--- config.mk ---
export PLATFORM = sky130hd
export DESIGN_NAME = vga_sync_decoder
export DESIGN_NICKNAME = d
export VERILOG_FILES = /design/src/rtl/vga_sync_decoder.sv
export SDC_FILE = /design/constraint.sdc
export NUM_CORES = 1
export LEC_CHECK = 0
export ABC_AREA = 1
export ABC_CLOCK_PERIOD_IN_PS = 5400
export CAP_MARGIN = 0
export CORE_ASPECT_RATIO = 0.8
export CORE_MARGIN = 5
export CORE_UTILIZATION = 40
export DETAILED_ROUTE_END_ITERATION = 16
export GPL_ROUTABILITY_DRIVEN = 0
export GPL_TIMING_DRIVEN = 0
export PLACE_DENSITY = 0.7
export SKIP_CTS_REPAIR_TIMING = 1
export SLEW_MARGIN = 20
export SYNTH_ARGS = -nofsm -noshare
export SYNTH_HDL_FRONTEND = slang
export SYNTH_SLANG_ARGS = --single-unit
export TNS_END_PERCENT = 5
--- constraint.sdc ---
create_clock -name pixel_clk -period 5.4 [get_ports pixel_clk]
set_clock_uncertainty 0.05 [all_clocks]
set_input_delay 0.81 -clock pixel_clk [delete_from_list [all_inputs] [get_ports pixel_clk]]
set_output_delay 0.81 -clock pixel_clk [all_outputs]
set_load 0.005 [all_outputs]
--- src/rtl/vga_sync_decoder.sv ---
// Recovers column/row from incoming VGA syncs, verifies the timing of every line and
// frame, and only marks pixels valid once a complete frame has checked clean.
module vga_sync_decoder #(
  parameter int H_PIXELS = 640,
  parameter int H_FP     = 16,
  parameter int H_PULSE  = 96,
  parameter int H_BP     = 48,
  parameter int V_PIXELS = 480,
  parameter int V_FP     = 10,
  parameter int V_PULSE  = 2,
  parameter int V_BP     = 33,
  parameter bit SYNC_POL = 1'b0
) (
  input  logic       pixel_clk,
  input  logic       reset,
  input  logic       h_sync,
  input  logic       v_sync,
  input  logic [7:0] red,
  input  logic [7:0] green,
  input  logic [7:0] blue,
  output logic [9:0] column,
  output logic [8:0] row,
  output logic [7:0] pix_r,
  output logic [7:0] pix_g,
  output logic [7:0] pix_b,
  output logic       pixel_valid,
  output logic       frame_start,
  output logic       locked,
  output logic       timing_error
);
  typedef enum logic [1:0] {SEARCH, MEASURE, LOCKED} state_t;
  typedef struct packed { logic [7:0] r; logic [7:0] g; logic [7:0] b; } rgb_t;

  localparam logic [9:0] H_TOTAL = 10'(H_PIXELS + H_FP + H_PULSE + H_BP);
  localparam logic [9:0] V_TOTAL = 10'(V_PIXELS + V_FP + V_PULSE + V_BP);
  localparam logic [9:0] H_PW    = 10'(H_PULSE);
  localparam logic [9:0] V_PW    = 10'(V_PULSE);
  localparam logic [9:0] H_START = 10'(H_PULSE + H_BP);
  localparam logic [9:0] H_END   = 10'(H_PULSE + H_BP + H_PIXELS - 1);
  localparam logic [9:0] V_START = 10'(V_PULSE + V_BP);
  localparam logic [9:0] V_END   = 10'(V_PULSE + V_BP + V_PIXELS - 1);
  localparam logic [9:0] CNT_MAX = 10'h3FF;

  logic       hs_q, hs_p, vs_q, vs_p;
  rgb_t       rgb_q;
  logic [9:0] hcount, vcount, h_inc, v_line, hcnt_cur, vcnt_cur;
  logic       h_rise, h_fall, v_rise, v_fall, viol;
  logic       in_win, lock_nxt, err_nxt, valid_nxt;
  state_t     state, state_nxt;

  // Syncs reset inactive so a sync already asserted after reset reads as an edge.
  always_ff @(posedge pixel_clk) begin
    if (reset) begin
      hs_q  <= ~SYNC_POL;
      hs_p  <= ~SYNC_POL;
      vs_q  <= ~SYNC_POL;
      vs_p  <= ~SYNC_POL;
      rgb_q <= '0;
    end else begin
      hs_q  <= h_sync;
      hs_p  <= hs_q;
      vs_q  <= v_sync;
      vs_p  <= vs_q;
      rgb_q <= '{r: red, g: green, b: blue};
    end
  end

  assign h_rise = (hs_q == SYNC_POL) && (hs_p != SYNC_POL);
  assign h_fall = (hs_q != SYNC_POL) && (hs_p == SYNC_POL);
  assign v_rise = (vs_q == SYNC_POL) && (vs_p != SYNC_POL);
  assign v_fall = (vs_q != SYNC_POL) && (vs_p == SYNC_POL);

  // h_inc / v_line are what the counters would hold without a reload, which is
  // exactly the interval measured at each edge.
  always_comb begin
    h_inc  = (hcount == CNT_MAX) ? CNT_MAX : hcount + 10'd1;
    v_line = vcount;
    if (h_rise && vcount != CNT_MAX) v_line = vcount + 10'd1;
    hcnt_cur = h_rise ? '0 : h_inc;
    vcnt_cur = v_rise ? '0 : v_line;
    viol = (h_rise && h_inc  != H_TOTAL) ||
           (h_fall && h_inc  != H_PW)    ||
           (v_rise && v_line != V_TOTAL) ||
           (v_fall && v_line != V_PW)    ||
           (!h_rise && hcount == CNT_MAX - 10'd1);
  end

  always_ff @(posedge pixel_clk) begin
    if (reset) begin
      hcount <= '0;
      vcount <= '0;
    end else begin
      hcount <= hcnt_cur;
      vcount <= vcnt_cur;
    end
  end

  always_ff @(posedge pixel_clk) begin
    if (reset) state <= SEARCH;
    else       state <= state_nxt;
  end

  always_comb begin
    state_nxt = state;
    case (state)
      SEARCH:  if (v_rise) state_nxt = MEASURE;
      MEASURE: if (viol) state_nxt = SEARCH;
               else if (v_rise) state_nxt = LOCKED;
      LOCKED:  if (viol) state_nxt = SEARCH;
      default: state_nxt = SEARCH;
    endcase
  end

  always_comb begin
    err_nxt   = (state != SEARCH) && viol;
    lock_nxt  = (state_nxt == LOCKED);
    in_win    = (hcnt_cur >= H_START) && (hcnt_cur <= H_END) &&
                (vcnt_cur >= V_START) && (vcnt_cur <= V_END);
    valid_nxt = lock_nxt && in_win;
  end

  always_ff @(posedge pixel_clk) begin
    if (reset) begin
      column       <= '0;
      row          <= '0;
      pix_r        <= '0;
      pix_g        <= '0;
      pix_b        <= '0;
      pixel_valid  <= 1'b0;
      frame_start  <= 1'b0;
      locked       <= 1'b0;
      timing_error <= 1'b0;
    end else begin
      pixel_valid  <= valid_nxt;
      frame_start  <= valid_nxt && (hcnt_cur == H_START) && (vcnt_cur == V_START);
      locked       <= lock_nxt;
      timing_error <= err_nxt;
      if (valid_nxt) begin
        column <= hcnt_cur - H_START;
        row    <= 9'(vcnt_cur - V_START);
        pix_r  <= rgb_q.r;
        pix_g  <= rgb_q.g;
        pix_b  <= rgb_q.b;
      end
    end
  end
endmodule

* Word level (Yosys, flattened, before mapping)
Index checks and enable logic that the tools add are counted.
Widths: inputs -> output; s select.
** Operators by class
- Eq/ne operators :: 12
- Reductions and logical operators :: 24
- Bitwise gates (word level) :: 4
- Muxes and demuxes :: 9
- Add/subtract/negate cells :: 4
- Order comparisons :: 4
** Operators with widths (number)
- $mux 10 :: 4
- $ne 10x10->1 const B :: 3
- $add 10x1->10 const B :: 2
- $eq 10x10->1 const B :: 2
- $le 10x10->1 const B :: 2
- $logic_and 1x1->1 :: 17
- $eq 10x6->1 const B :: 1
- $eq 10x8->1 const B :: 1
- $ge 10x6->1 const B :: 1
- $ge 10x8->1 const B :: 1
- $ne 10x2->1 const B :: 1
- $ne 10x7->1 const B :: 1
- $sub 10x8->10 const B :: 1
- $sub 9x6->9 const B :: 1
- $mux 2 :: 4
- $pmux 2 s3 :: 1
- $eq 2x2->1 const B :: 2
- $logic_or 1x1->1 :: 4
- $not 1->1 :: 4
- $eq 2x1->1 const B :: 1
- $logic_not 2->1 :: 1
- $reduce_bool 2->1 :: 1
- $logic_not 1->1 :: 1
** Storage, ports and cells
- Word-level logic and storage cells :: 76
- Bits in registers :: 97
- Output and inout port bits :: 47
- Input port bits :: 28

* Longest topological paths before layout
Gate-level depths: netlist (run 1).
- Word-level depth :: 15
- Mapped depth :: 20
- Mapped depth without buffers :: 19

* Worst setup path before layout (run 1)
Ideal clock, no wire load.
- Path kind :: reg2reg
- From :: register vcount[0]
- To :: register row[0]
- Data required time :: 5237 ps
- Slack :: 2809 ps
- Library setup time :: 113 ps
- Cell stages (with the launch flop) :: 20
- Arrival :: 2429 ps
- Path through :: dfxtp_1 ha_1 inv_1 nor2_4 nand3_4 buf_6 nand3_1 nand2_1 nor2_1 ha_1 inv_1 nand2_2 o21ai_4 nand2_2 nand3_2 nor2_4 buf_6 nand3_1 nand2_1 nor2_1
** Between the ends
- Elaborated cells on any way between the ends :: 22
- Classes of those cells :: add/sub (2); order compare (2); eq/ne (4); mux (5); reduce/logical (9)
** RTL lines
- start, declared :: RTL line 46 : logic [9:0] hcount, vcount, h_inc, v_line, hcnt_cur, vcnt_cur;
- start signal, assigned :: RTL line 94 : vcount <= vcnt_cur;
- branches (longest 2 deep; another with $add 10x1->10)
- $mux 10 * :: RTL line 78 : if (h_rise && vcount != CNT_MAX) v_line = vcount + 10'd1;
- $mux 10 * :: RTL line 80 : vcnt_cur = v_rise ? '0 : v_line;
- via vcnt_cur[0] :: RTL line 46
- $ge 10x6->1 :: RTL line 118 : (vcnt_cur >= V_START) && (vcnt_cur <= V_END);
- $logic_and 1x1->1 :: RTL line 117 : in_win = (hcnt_cur >= H_START) && (hcnt_cur <= H_END) &&
- $logic_and 1x1->1 :: RTL line 118
- $logic_and 1x1->1 :: RTL line 119 : valid_nxt = lock_nxt && in_win;
- end signal, assigned :: RTL line 140 : row <= 9'(vcnt_cur - V_START);
- end, declared :: RTL line 22 : output logic [8:0] row,
Mark *: on every way through the listed nets, which the timed path passes.
A chain may end at the register's enable or synchronous reset.

* Worst setup path after layout (run 1)
- From :: register vcount[0]
- To :: register column[9]
** Between the ends
- Elaborated cells on any way between the ends :: 21
- Classes of those cells :: add/sub (1); order compare (2); eq/ne (4); mux (5); reduce/logical (9)
** RTL lines
- branches (longest 2 deep; another with $add 10x1->10)
- $mux 10 * :: RTL line 78
- $mux 10 * :: RTL line 80
- via vcnt_cur[0] :: RTL line 46
- $ge 10x6->1 :: RTL line 118
- $logic_and 1x1->1 :: RTL line 117
- $logic_and 1x1->1 * :: RTL line 118
- $logic_and 1x1->1 * :: RTL line 119
- end signal, assigned :: RTL line 139 : column <= hcnt_cur - H_START;
- end, declared :: RTL line 21 : output logic [9:0] column,
Marks and branches as above.

==> results of run 1 <==
sequential cells by signal (all words and copies together) (netlist names):
name / cells
vcount: 10
vs_q: 1
pix_r: 8
pix_g: 8
timing_error: 1
hs_p: 1
hs_q: 1
pix_b: 8
pixel_valid: 1
frame_start: 1
hcount: 10
state: 2
vs_p: 1
column: 10
row: 9
rgb_q: 24
locked: 1
final cells by class:
type / instances / share of cell area, %
buffer: 26 / 3.35
clock buffer: 10 / 3.90
clock inverter: 6 / 1.21
inverter: 104 / 6.38
multi-input combinational: 495 / 38.4
sequential: 97 / 31.7
tap: 152 / 3.11
timing repair buffer: 73 / 11.9
worst reg2reg max path, delay by kind of cell (launching register included):
kind            cells  cell delay (ns)
compound gates      1             0.10
fa+ha+maj           2             0.45
buf+inv             4             0.54
flops               1             0.46
simple gates       12             1.37
final timing paths:
| kind | slack (ns) | to | depth (start not counted) | startpoint |
|---|---|---|---|---|
| max reg2reg | 2.34 | column[9] | 19 | vcount[0] |
| min reg2reg | 0.38 | hs_p | 2 | hs_q |
| min | 0.38 | hs_p | 2 | hs_q |
| max | 2.34 | column[9] | 19 | vcount[0] |
cell families after synthesis:
family                     after synthesis  synth area share (%)
adders and majority gates                8                  2.05
xor gates and xnor gates                 6                  1.08
AOI/OAI and AO/OA                       15                  2.10
DFF                                     97                  39.7
and+or+nand+nor                        466                  42.9
buffers and inverters                  130                  12.2
power breakdown:
group          switching (µW)  internal (µW)  total [µW]
clock network             287            378         665
logic                    79.0           53.0         132
registers                7.97            731         739
synth_stat cells, types with 2 or more instances:
cell type / n / area share [%]
xnor2_1: 2 / 0.36
xor2_1: 4 / 0.72
inv_1: 95 / 7.3
nand2_1: 168 / 13
nand3_1: 78 / 8.0
nand3b_1: 5 / 0.77
buf_1: 4 / 0.31
nand2_2: 14 / 1.8
buf_2: 2 / 0.20
buf_6: 14 / 3.2
clkinv_1: 2 / 0.15
nor3_2: 2 / 0.41
nand4_1: 8 / 1.0
or2_2: 3 / 0.38
nor2_2: 3 / 0.38
nand3_2: 9 / 1.8
ha_1: 8 / 2.0
clkbuf_1: 6 / 0.46
o21ai_2: 2 / 0.36
inv_2: 7 / 0.54
o21ai_0: 6 / 0.61
nor2_4: 4 / 0.92
nor2_1: 166 / 13
dfxtp_1: 97 / 40
metrics by stage:
stage	cells	setup slack (ns)	area [µm²]
global route	963	1.98	6120
detailed placement	947	2.35	5810
global placement	947	2.40	5810
CTS	963	2.33	6120
finish	963	2.34	6120
floorplan	722	2.81	4890
per-layer routing:
layer / track usage [%] / vias to the layer above / share of wire, %
li1: - / 2367 / -
met1: 22.4 / 1944 / 49
met2: 25.6 / 105 / 43
met3: 5.26 / 14 / 6.4
met4: 3.23 / 0 / 1.1
met5: 0 / - / 0
==> results.yml, run 1 <==
outcome:
  status: "finished, final reports clean"
clocking:
  clkTransAtPathRegs_ns: 0.07
  cts.htree.levels: 3
  worstSkewPairLatency_ns: 0.35
  cts.sinks: 97
  cts_buffers: 9
  cts_tree: "done"
  clockBufferDepth: 2
  cts_root_buffer: "clkbuf_16"
global_routing:
  grt_usage_pct: 16.4
  grt_antenna_before_repair: 0
  first_global_vias: 4181
  grt_pass1_wl_mm: 19.3
  grt_max_degree: 18
  grt-ovfl-total: 0
sta:
  hold_violations: 0
  whs_ns: 0.381
  post-route-period-util_pct: 56.7
  fin_crit_ns: 3.06
  setup_viol: 0
  tightest_slew_ns: 0.554
  fin_setup_tns_ns: 0
  rsz0062_at_grt: "false"
  relSlewSlack_pct: 63.0
  finalMaxSlewViolations: 0
  fmax_ghz: 0.327
cells_and_area:
  final_common_cell: "nand2_1"
  fillers: 1211
  area_growth_syn_to_layout_pct: 25.2
  postLayoutCoreUtil_pct: 50.7
  drive_gt1_share_pct: 9.99
  multi_input_area_um2: 2350
  final_nets: 842
  most-common-layout-cells: "nand2_1, nor2_1, dfxtp_1, inv_1, nand3_1"
  seq_area_um2: 1940
  antenna_cells: 0
yosys:
  synth_nets: 758
  synth_warnings: 0
  async_reset_ff_share_pct: 0
  synthCells: 722
  synth-edff-count: 0
  avgSynthCellArea_um2: 6.77
  synth_flop_cell: "dfxtp_1"
  syn-cell-area_um2: 4890
  synth_seq_cells: 97
  seq_area_frac_synth_pct: 39.7
  synth_cell_type_count: 37
route:
  routed_wl_mm: 11.4
  ant_nets: 0
  wl_per_cell_um: 11.8
  post_drt_via_cell_ratio: 4.60
  via_count: 4430
  dr.pass1.iters: 5
  remaining_drc_errors: 0
  drt_iter0_drc: 261
floorplan:
  die_area_um2: 14500
  start_util_pct: 40.5
  pin_count: 75
  die_x_um: 134
  core_area_um2: 12100
  die_h_um: 109
  rows: 36
placed_design:
  port_buffers: 73
  hpwl_mm: 8.79
pwr:
  p_leak_uw: 0.00281
  total_power_uw: 1540
  power_density_nw_per_um2: 251
  irDropWorstVdd_mv: 0.157
critical_path:
  cp-start-kind: "flop"
  worst-path-max-fanout: 10
  slowest_stage: "dfxtp_1"
  worstSetupPathType: "reg -> reg"
  critical-path-top-delay-family: "simple AND/OR/NAND/NOR gates"
  endpoint_kind: "flop"
  cp.arrival_ns: 3.26
  path_buf_inv: 4
  cp_data_required_time_ns: 5.60
  crit_path_max_incr_delay_ns: 0.46
  cp_cell_sequence: "ha_1 -> inv_1 -> nor2_4 -> nand3_4 -> buf_6 -> nand3_1 -> nand2_1 -> nor2_1 -> ha_1 -> inv_1 -> nand2_2 -> o21ai_4 -> nand2_2 -> nand3_2 -> nor2_4 -> buf_6 -> nand3_1 -> nand2_1 -> nor2_1"
min_path:
  hold_path.class: "reg -> reg"
flow_run:
  cap_violations: 0
No activity file was read; power rests on OpenSTA's default activity.
==> inputs of run 2 (changes only) <==
--- a/config.mk
+++ b/config.mk
@@ -6,7 +6,7 @@
 export NUM_CORES = 1
 export LEC_CHECK = 0
 export ABC_AREA = 1
-export ABC_CLOCK_PERIOD_IN_PS = 5400
+export ABC_CLOCK_PERIOD_IN_PS = 2700
 export CAP_MARGIN = 0
 export CORE_ASPECT_RATIO = 0.8
 export CORE_MARGIN = 5
@@ -14,7 +14,7 @@
 export DETAILED_ROUTE_END_ITERATION = 16
 export GPL_ROUTABILITY_DRIVEN = 0
 export GPL_TIMING_DRIVEN = 0
-export PLACE_DENSITY = 0.7
+export PLACE_DENSITY = 0.73
 export SKIP_CTS_REPAIR_TIMING = 1
 export SLEW_MARGIN = 20
 export SYNTH_ARGS = -nofsm -noshare
==> constraint.sdc (replaced) <==
create_clock -name pixel_clk -period 2.7 [get_ports pixel_clk]
set_clock_uncertainty 0.05 [all_clocks]
set_input_delay 0.405 -clock pixel_clk [delete_from_list [all_inputs] [get_ports pixel_clk]]
set_output_delay 0.405 -clock pixel_clk [all_outputs]
set_load 0.005 [all_outputs]
==> run 2 against run 1 <==
Critical path depth rose by 2. Worst setup slack lost 2.3 ns. Hold slack improved by 0.0074 ns. Highest routed layer unchanged.
==> results.yml, run 2 (synthesized netlist as in run 1, its figures left out) <==
outcome:
  status: "finished, final reports clean"
floorplan:
  die_area_um2: 14500
  core_area_um2: 12100
  rows: 36
  die_h_um: 109
  pin_count: 75
  die_x_um: 134
  start_util_pct: 40.5
cells_and_area:
  fillers: 1085
  largest_register_ffs: 24
  regMostFlops: "rgb_q"
  most-common-layout-cells: "nand2_1, nor2_1, inv_1, dfxtp_1, clkdlybuf4s50_1"
  final_common_cell: "nand2_1"
  drive_gt1_share_pct: 22.2
  area_growth_syn_to_layout_pct: 40.9
  final_nets: 881
  design_area_um2: 6890
  antenna_cells: 0
  instances_no_fill: 1002
pwr:
  total_power_uw: 3250
  p_leak_uw: 0.00311
  power_density_nw_per_um2: 472
  irDropWorstVdd_mv: 0.339
global_routing:
  first_global_vias: 4096
  grt_pass1_wl_mm: 19.0
  gr-usage-met2_pct: 25.4
  use_met1_pct: 21.9
  grt_max_degree: 17
  grt-ovfl-total: 0
  grt_antenna_before_repair: 0
  grtUsageMet3_pct: 4.29
  busiest_layer: "met2"
  grt_usage_pct: 16.0
route:
  dr.pass1.iters: 6
  ant_nets: 0
  remaining_drc_errors: 0
  via_count: 4784
  routed_wl_mm: 13.0
  drt_iter0_drc: 412
  wl_per_cell_um: 12.9
  post_drt_via_cell_ratio: 4.77
clocking:
  cts_tree: "done"
  cts_buffers: 9
  cts_root_buffer: "clkbuf_16"
  cts.htree.levels: 3
  worstSkewPairLatency_ns: 0.35
  clockBufferDepth: 2
  clkTransAtPathRegs_ns: 0.07
  cts.sinks: 97
critical_path:
  cp.arrival_ns: 2.89
  cp-start-kind: "flop"
  cp_data_required_time_ns: 2.89
  startpoint: "vcount[0]"
  worst-path-max-fanout: 8
  worstSetupPathType: "reg -> reg"
  worstReg2RegStart: "vcount[0]"
  endpoint_kind: "flop"
sta:
  fin_setup_tns_ns: 0
  finalMaxSlewViolations: 0
  rsz0062_at_grt: "true"
  fmax_ghz: 0.371
  tightest_slew_ns: 0.590
  fin_crit_ns: 2.70
  relSlewSlack_pct: 60.7
  setup_viol: 0
  hold_violations: 0
  post-route-period-util_pct: 99.9
min_path:
  hold_start: "hs_q"
  hold_path.class: "reg -> reg"
flow_run:
  cap_violations: 0
placed_design:
  hpwl_mm: 8.61
  dp.cells: 947
  port_buffers: 73
  placed_area_um2: 5810
==> run 2: changes by cell type in the layout (fill, tap and decap cells not counted), moves of 5 or more <==
cell | before | now
buf_4 | 0 | 29
buf_8 | 0 | 5
dfxtp_1 | 97 | 88
dfxtp_2 | 0 | 5
ha_1 | 8 | 2
inv_1 | 95 | 89
nand2_1 | 168 | 151
nand2_2 | 14 | 27
nand3_1 | 78 | 65
nand3_2 | 9 | 19
nor2_1 | 166 | 149
nor2_2 | 3 | 16
==> run 2: area by class of cell <==
class / count / area (µm²) / area share, %
timing repair buffer: 112 / 1120 / 16.3
multi-input combinational: 495 / 2640 / 38.3
inverter: 104 / 400 / 5.82
buffer: 26 / 229 / 3.33
sequential: 97 / 1960 / 28.5
clock inverter: 6 / 115 / 1.67
clock buffer: 10 / 229 / 3.33
tap: 152 / 190 / 2.76
==> run 2: path summary, 6_finish.rpt <==
path,end,cells past startpoint,slack [ns]
min reg2reg,hs_p,2,0.39
max,column[2],21,0.002
min,hs_p,2,0.39
max reg2reg,column[2],21,0.002
==> run 2: layer usage <==
layer / vias up / routed length (µm)
met5: - / 0
met4: 0 / 148
met3: 19 / 898
met2: 146 / 6000
met1: 2177 / 5920
li1: 2442 / -
==> run 2: report_power, final <==
group / total (µW) / switching [µW] / internal (µW)
sequential: 1480 / 16.6 / 1460
clock: 1460 / 552 / 912
combinational: 309 / 182 / 127
total: 3250 / 750 / 2500
==> run 2: worst max-delay path: stages, from the launching register on <==
cell       delay [ns]
dfxtp_4          0.38
ha_4             0.16
inv_4            0.04
nor2_4           0.11
nand3_4          0.13
nand2_4          0.15
nand2_2          0.07
nand2_2          0.11
nand2_4          0.08
inv_4            0.08
ha_4             0.15
inv_4            0.04
nand2_4          0.08
o21ai_4          0.07
nand2_2          0.09
nand3_2          0.11
nor2_4           0.18
buf_12           0.14
clkbuf_16        0.14
nand3_1          0.09
nand2_1          0.09
nor2_1           0.04
==> run 2: per-stage QoR <==
stage | utilization [%] | setup WS (ns) | hold slack, ns
final | 57.0 | 0.00221 | 0.388
after global routing | 57.0 | -0.116 | 0.402
after CTS | 51.0 | -0.362 | 0.383
after detailed placement | 48.1 | -0.326 | 0.367
after global placement | 48.1 | -0.269 | 0.363
after floorplan | - | 0.109 | 0.353
